<file path="src/rtl/mcycle_unit.sv">
// Iterative multiply/divide unit: radix-2 shift-and-add multiply and restoring
// divide, one bit per cycle, with sign handling around an unsigned core.
module mcycle_unit #(
  parameter int unsigned WIDTH = 32
) (
  input  logic             CLK,
  input  logic             RESET,
  input  logic             Start,
  input  logic [1:0]       MCycleOp,
  input  logic [WIDTH-1:0] Operand1,
  input  logic [WIDTH-1:0] Operand2,
  output logic [WIDTH-1:0] Result1,
  output logic [WIDTH-1:0] Result2,
  output logic             Busy
);

  localparam int unsigned CW = (WIDTH > 1) ? $clog2(WIDTH) : 1;

  typedef enum logic {
    IDLE,
    COMPUTING
  } state_t;

  state_t             state_q, state_d;
  logic [CW-1:0]      count_q, count_d;
  logic               is_div_q, is_div_d;
  logic               neg_res_q, neg_res_d;
  logic               neg_rem_q, neg_rem_d;
  logic               div0_q, div0_d;
  logic [2*WIDTH-1:0] acc_q, acc_d;
  logic [WIDTH-1:0]   mcand_q, mcand_d;
  logic [WIDTH:0]     rem_q, rem_d;
  logic [WIDTH-1:0]   result1_q, result1_d;
  logic [WIDTH-1:0]   result2_q, result2_d;

  logic               is_signed, sign1, sign2;
  logic [WIDTH-1:0]   mag1, mag2;
  logic [WIDTH:0]     mul_sum;
  logic [WIDTH+1:0]   div_trial;
  logic [2*WIDTH-1:0] acc_step;
  logic [WIDTH:0]     rem_step;
  logic [2*WIDTH-1:0] prod_fix;
  logic [WIDTH-1:0]   quo_fix, rem_fix;

  // One iteration of the core. In divide mode acc low half shifts the
  // dividend out at the top and the quotient in at the bottom.
  always_comb begin
    is_signed = ~MCycleOp[0];
    sign1     = is_signed & Operand1[WIDTH-1];
    sign2     = is_signed & Operand2[WIDTH-1];
    mag1      = sign1 ? -Operand1 : Operand1;
    mag2      = sign2 ? -Operand2 : Operand2;

    mul_sum   = {1'b0, acc_q[2*WIDTH-1:WIDTH]} + {1'b0, (acc_q[0] ? mcand_q : '0)};
    div_trial = {rem_q, acc_q[WIDTH-1]} - {2'b00, mcand_q};

    if (is_div_q) begin
      acc_step = {acc_q[2*WIDTH-1:WIDTH], acc_q[WIDTH-2:0], ~div_trial[WIDTH+1]};
      rem_step = div_trial[WIDTH+1] ? {rem_q[WIDTH-1:0], acc_q[WIDTH-1]} : div_trial[WIDTH:0];
    end else begin
      acc_step = {mul_sum, acc_q[WIDTH-1:1]};
      rem_step = rem_q;
    end

    prod_fix = neg_res_q ? -acc_step : acc_step;
    if (div0_q) begin
      quo_fix = '1;
    end else begin
      quo_fix = neg_res_q ? -acc_step[WIDTH-1:0] : acc_step[WIDTH-1:0];
    end
    rem_fix = neg_rem_q ? -rem_step[WIDTH-1:0] : rem_step[WIDTH-1:0];
  end

  always_comb begin
    state_d   = state_q;
    count_d   = count_q;
    is_div_d  = is_div_q;
    neg_res_d = neg_res_q;
    neg_rem_d = neg_rem_q;
    div0_d    = div0_q;
    acc_d     = acc_q;
    mcand_d   = mcand_q;
    rem_d     = rem_q;
    result1_d = result1_q;
    result2_d = result2_q;
    Busy      = 1'b0;

    case (state_q)
      IDLE: begin
        if (Start) begin
          Busy      = 1'b1;
          is_div_d  = MCycleOp[1];
          neg_res_d = sign1 ^ sign2;
          neg_rem_d = sign1;
          div0_d    = (Operand2 == '0);
          acc_d     = {{WIDTH{1'b0}}, (MCycleOp[1] ? mag1 : mag2)};
          mcand_d   = MCycleOp[1] ? mag2 : mag1;
          rem_d     = '0;
          count_d   = '0;
          state_d   = COMPUTING;
        end
      end
      COMPUTING: begin
        Busy    = 1'b1;
        acc_d   = acc_step;
        rem_d   = rem_step;
        count_d = count_q + 1'b1;
        if (count_q == CW'(WIDTH - 1)) begin
          result1_d = is_div_q ? quo_fix : prod_fix[WIDTH-1:0];
          result2_d = is_div_q ? rem_fix : prod_fix[2*WIDTH-1:WIDTH];
          state_d   = IDLE;
        end
      end
      default: state_d = IDLE;
    endcase
  end

  always_ff @(posedge CLK) begin
    if (RESET) begin
      state_q   <= IDLE;
      count_q   <= '0;
      is_div_q  <= 1'b0;
      neg_res_q <= 1'b0;
      neg_rem_q <= 1'b0;
      div0_q    <= 1'b0;
      acc_q     <= '0;
      mcand_q   <= '0;
      rem_q     <= '0;
      result1_q <= '0;
      result2_q <= '0;
    end else begin
      state_q   <= state_d;
      count_q   <= count_d;
      is_div_q  <= is_div_d;
      neg_res_q <= neg_res_d;
      neg_rem_q <= neg_rem_d;
      div0_q    <= div0_d;
      acc_q     <= acc_d;
      mcand_q   <= mcand_d;
      rem_q     <= rem_d;
      result1_q <= result1_d;
      result2_q <= result2_d;
    end
  end

  assign Result1 = result1_q;
  assign Result2 = result2_q;

endmodule
</file>
<file path="config.mk">
export PLATFORM = sky130hd
export DESIGN_NAME = mcycle_unit
export DESIGN_NICKNAME = d
export VERILOG_FILES = /design/src/rtl/mcycle_unit.sv
export SDC_FILE = /design/constraint.sdc
export NUM_CORES = 1
export LEC_CHECK = 0
export BUFFER_PORTS_ARGS = -buffer_cell sky130_fd_sc_hd__buf_2
export CORE_ASPECT_RATIO = 2
export CORE_MARGIN = 3
export CORE_UTILIZATION = 57
export DETAILED_ROUTE_END_ITERATION = 8
export GPL_ROUTABILITY_DRIVEN = 0
export PLACE_DENSITY = 0.76
export SYNTH_ARGS = -nofsm -noshare
export SYNTH_HDL_FRONTEND = slang
export SYNTH_SLANG_ARGS = --single-unit
</file>
<file path="constraint.sdc">
create_clock -name CLK -period 6.45 [get_ports CLK]
set_clock_uncertainty 0.15 [all_clocks]
set_input_delay 1.29 -clock CLK [delete_from_list [all_inputs] [get_ports CLK]]
set_output_delay 1.29 -clock CLK [all_outputs]
set_load 0.01 [all_outputs]
</file>
==> flow_summary_export.csv, run 1 <==
group,metric,value,unit
cts,hold_buffers,0,
yosys,async_reset_ff_share,0,%
yosys,yosys-top-cells-count,"nor2_1, nand2_1, dfxtp_1, a21oi_1, a211oi_1",
outcome,lastStage,"global routing",
yosys,syn-cell-area,17840,um2
die,die_height,256.2,um
global_route,grt_pass1_wl,121.6,mm
yosys,postSynthCellCount,2468,
placement,portBuffers,133,
cts,cts_sinks,203,
cts,cts_repair_resize_count,0,
die,num_rows,91,
global_route,track_usage,47.15,%
global_route,grt_max_degree,102,
yosys,yosysMostFrequentCell,"nor2_1",
global_route,overflow,1,
yosys,ys_seq_area_share,22.78,%
yosys,ys_top_cells_by_area,"dfxtp_1, nor2_1, a211oi_1",
die,io_pins,134,
cts,cts_buffers,22,
yosys,syn_nets,2609,
cts,cts_buffer_depth,3,
die,die_x,131.1,um
yosys,synth_edf_count,0,
global_route,grt_pass1_vias,20470,
cts,post-cts-setup-buffers,0,
cts,cts_root_buf,"clkbuf_16",
yosys,synth_cell_type_count,94,
yosys,synthFlopType,"dfxtp_1",
yosys,netlist.area_leader.share,22.78,%
outcome,status,"stopped before the end",
yosys,yosysTopAreaCell,"dfxtp_1",
cts,htreeDepth,1,
placement,dp_hpwl,54.92,mm
yosys,yosys_warnings,0,
yosys,synth_area_per_cell,7.227,um2
yosys,ys_ff_latch,203,
outcome,stop_error,"[ERROR GRT-0116] Global routing finished with congestion. Check the congestion regions in the DRC Viewer.",
die,initial_core_util,57.81,%
[routing by layer]
metal | GRT overflow | GRT usage, %
met2 | 1 | 71.83
met5 | 0 | 0.9288
met4 | 0 | 44.34
met3 | 0 | 19.82
met1 | 0 | 46.67
[cell families after synthesis]
| logic type | after synthesis | share of synthesized area, % |
|---|---|---|
| AND/OR/NAND/NOR | 907 | 24.02 |
| AO/OA/AOI/OAI | 794 | 29.88 |
| adder cells (fa/ha/maj) | 72 | 5.135 |
| flip-flops | 203 | 22.78 |
| buffers and inverters | 240 | 5.254 |
| multiplexers | 68 | 3.893 |
| XOR/XNOR | 184 | 9.035 |
[per-stage QoR]
| step | utilization [%] | setup WS [ns] | hold slack, ns | instance area (um2) | std cells |
|---|---|---|---|---|---|
| floorplan | - | 0.9618 | 0.2903 | 17840 | 2468 |
| global placement | 60.71 | 0.8009 | 0.2887 | 18730 | 2896 |
| detailed placement | 60.71 | 0.6861 | 0.2985 | 18730 | 2896 |
| CTS | 63.21 | 0.6634 | 0.3077 | 19510 | 2936 |
==> inputs of run 2 (changes only) <==
--- a/config.mk
+++ b/config.mk
@@ -6,12 +6,11 @@
 export NUM_CORES = 1
 export LEC_CHECK = 0
 export BUFFER_PORTS_ARGS = -buffer_cell sky130_fd_sc_hd__buf_2
-export CORE_ASPECT_RATIO = 2
 export CORE_MARGIN = 3
-export CORE_UTILIZATION = 57
+export CORE_UTILIZATION = 40
 export DETAILED_ROUTE_END_ITERATION = 8
 export GPL_ROUTABILITY_DRIVEN = 0
-export PLACE_DENSITY = 0.76
+export PLACE_DENSITY_LB_ADDON = 0.15
 export SYNTH_ARGS = -nofsm -noshare
 export SYNTH_HDL_FRONTEND = slang
 export SYNTH_SLANG_ARGS = --single-unit
==> run 2 against run 1 <==
  * The flow now finishes without violations
  * Synthesized cell count did not move
  * Synthesized area did not move
==> flow_summary_export.csv, run 2 <==
group,metric,value,unit
cells_and_area,finalInstanceArea,19850,um2
timing,max_slew_margin,23.47,%
cells_and_area,top_regs,"acc_q x64, rem_q x33",
yosys,synth_cell_type_count,94,
pwr,vdd_drop_max,0.2219,mV
cts,hold_buffers,0,
detailed_routing,drc,0,
cts,cts_buffers,26,
cts,htreeDepth,1,
yosys,ys_top_cells_by_area,"dfxtp_1, nor2_1, a211oi_1",
worst_setup_path,slowest_stage,"dfxtp_1",
detailed_routing,route.detailed.vias_per_inst,6.177,
worst_hold_path,hp-class,"reg2reg",
yosys,yosys-top-cells-count,"nor2_1, nand2_1, dfxtp_1, a21oi_1, a211oi_1",
detailed_routing,final_antenna_net_count,0,
worst_setup_path,cp_common_cell,"nand2b_1",
yosys,postSynthCellCount,2468,
worst_setup_path,cp_num_buf_inv,2,
worst_setup_path,worst-setup-path-type,"reg2reg",
worst_setup_path,cp_max_fo,8,
timing,clock.fmax,0.1665,GHz
timing,hold_viol_final,0,
pwr,powerDensity,205.4,nW/um2
timing,rsz0062_at_grt,"false",
die,initial_core_util,40.96,%
cts,cts_root_buf,"clkbuf_16",
yosys,syn-cell-area,17840,um2
pwr,power_leakage,0.007755,uW
worst_setup_path,required,6.74,ns
yosys,async_reset_ff_share,0,%
yosys,yosysMostFrequentCell,"nor2_1",
cells_and_area,largest_reg_flops,64,
cts,cts_tree,"built",
yosys,syn_nets,2609,
global_route,grt_pass1_wl,106.6,mm
yosys,ys_ff_latch,203,
detailed_routing,vias,19170,
timing,timing.final.crit_share,93.09,%
cts,post-cts-setup-buffers,0,
detailed_routing,wl_per_cell,22.60,um
timing,period_needed,6.004,ns
timing,maxSlewViolCount,0,
worst_setup_path,cpLargestDelayFamily,"simple AND/OR/NAND/NOR gates",
cells_and_area,top_register,"acc_q",
outcome,status,"finished clean",
global_route,overflow,0,
worst_setup_path,startpoint_type,"flop",
placement,placed_area,18880,um2
global_route,grt_max_degree,85,
yosys,synthFlopType,"dfxtp_1",
cts,cts_repair_resize_count,0,
placement,pre_cts_ws,0.4952,ns
die,die_x,217.2,um
die,num_rows,76,
global_route,grt_antenna_before_repair,2,
placement,dp_hpwl,53.83,mm
yosys,yosys_warnings,0,
die,die_height,217.2,um
cells_and_area,utilization,45.57,%
cells_and_area,syn_to_final_growth,11.27,%
job,drv_cap,0,
timing,setup_viol,0,
worst_setup_path,setup.worst_path.start,"rem_q[5]",
detailed_routing,first_pass_iters,6,
worst_hold_path,holdPathStages,2,
detailed_routing,drt_iter0_markers,1835,
yosys,synth_area_per_cell,7.227,um2
cts,insertion_delay,0.57,ns
worst_setup_path,crit_cells,22,
cells_and_area,final_common_cell,"nor2_1",
cells_and_area,diodes,0,
worst_hold_path,min_from,"Result2[3]",
yosys,ys_seq_area_share,22.78,%
die,io_pins,134,
cells_and_area,drive_above_1_share,10.96,%
global_route,track_usage,28.66,%
die,dieArea,47160,um2
detailed_routing,wl,70.13,mm
cts,cts_buffer_depth,3,
timing,tightestPinTransition,1.134,ns
cts,path_clk_slew,0.06,ns
die,core,43550,um2
timing,worst_slack,0.4456,ns
yosys,netlist.area_leader.share,22.78,%
worst_setup_path,end_kind,"flop",
timing,finalSetupTns,0,ns
worst_setup_path,r2r_cells,22,
worst_setup_path,cp_slowest_stage_delay,0.54,ns
global_route,grt_pass1_vias,18000,
worst_setup_path,cp_cell_sequence,"ha_1 > a21o_1 > a31oi_1 > o221a_1 > a21oi_4 > o31ai_1 > nor2_1 > or2_1 > inv_1 > ha_1 > nand2_1 > or3_1 > nand2b_1 > nand2b_1 > nand2b_1 > nand4b_1 > buf_4 > or3_1 > o21ai_0 > xnor2_1 > a21oi_1 > a311oi_1",
cts,cts_sinks,203,
yosys,synth_edf_count,0,
timing,whs,0.2986,ns
cells_and_area,nets,2640,
cells_and_area,layout_common_cells,"nor2_1, nand2_1, dfxtp_1",
worst_setup_path,cp.arrival,6.30,ns
worst_setup_path,reg2reg_from,"rem_q[5]",
yosys,yosysTopAreaCell,"dfxtp_1",
placement,portBuffers,133,
[run 2: cell counts after synthesis]
No cell type changed its count.
[run 2: final timing paths]
| path | endpoint | slack [ns] |
|---|---|---|
| worst max register to register | Result2[26] | 0.45 |
| worst max-delay path | Result2[26] | 0.45 |
| worst min register to register | Result2[3] | 0.30 |
| worst min-delay path | Result2[3] | 0.30 |
[run 2: metrics by stage]
stage	instances	power (uW)
2_1_floorplan	2468	2067
3_3_place_gp	3055	2404
3_5_place_dp	3055	2407
4_1_cts	3102	4079
5_1_grt	3103	4231
6_report	3103	4078
[run 2: cells by family (layout without fill, tap and decap cells)]
| family | after synthesis | count (layout) | synth area share, % |
|---|---|---|---|
| buffers and inverters | 240 | 290 | 5.254 |
| multiplexers | 68 | 68 | 3.893 |
| flip-flops | 203 | 203 | 22.78 |
| XOR/XNOR | 184 | 184 | 9.035 |
| AO/OA/AOI/OAI | 794 | 794 | 29.88 |
| AND/OR/NAND/NOR | 907 | 907 | 24.02 |
| adder cells (fa/ha/maj) | 72 | 72 | 5.135 |
[run 2: power by group]
part | leakage (uW) | internal, uW | total, uW | switching (uW)
sequential | 0.00165 | 1290 | 1350 | 55.9
clock | 0.000476 | 1040 | 1670 | 627
combinational | 0.00563 | 352 | 1060 | 707
total | 0.00775 | 2690 | 4080 | 1390
[run 2: metal layers]
layer | vias to the layer above | part of all wire (%) | GRT usage [%]
li1 | 9090 | - | -
met3 | 186 | 6.3 | 3.435
met1 | 9076 | 41 | 36.39
met2 | 813 | 46 | 48.07
met5 | - | 0.023 | 0
met4 | 2 | 6.1 | 14.33
[run 2: cell type report]
class	count	area [um2]
Clock inverter	16	270.3
Sequential cell	203	4073
Clock buffer	31	689.4
Tap cell	585	732.0
Timing Repair Buffer	173	972.2
Inverter	70	262.8
Multi-Input combinational cell	2025	12850
Fill cell	4544	23700
[run 2: worst reg2reg max path, delay by kind of cell, from the launching register on]
family / cells / cell delay [ns]
buf+inv: 2 / 0.30
compound gates: 8 / 1.81
fa+ha+maj: 2 / 0.52
xor+xnor: 1 / 0.14
simple gates: 9 / 2.42
flops: 1 / 0.54
Power figures use the tool's default switching activity.
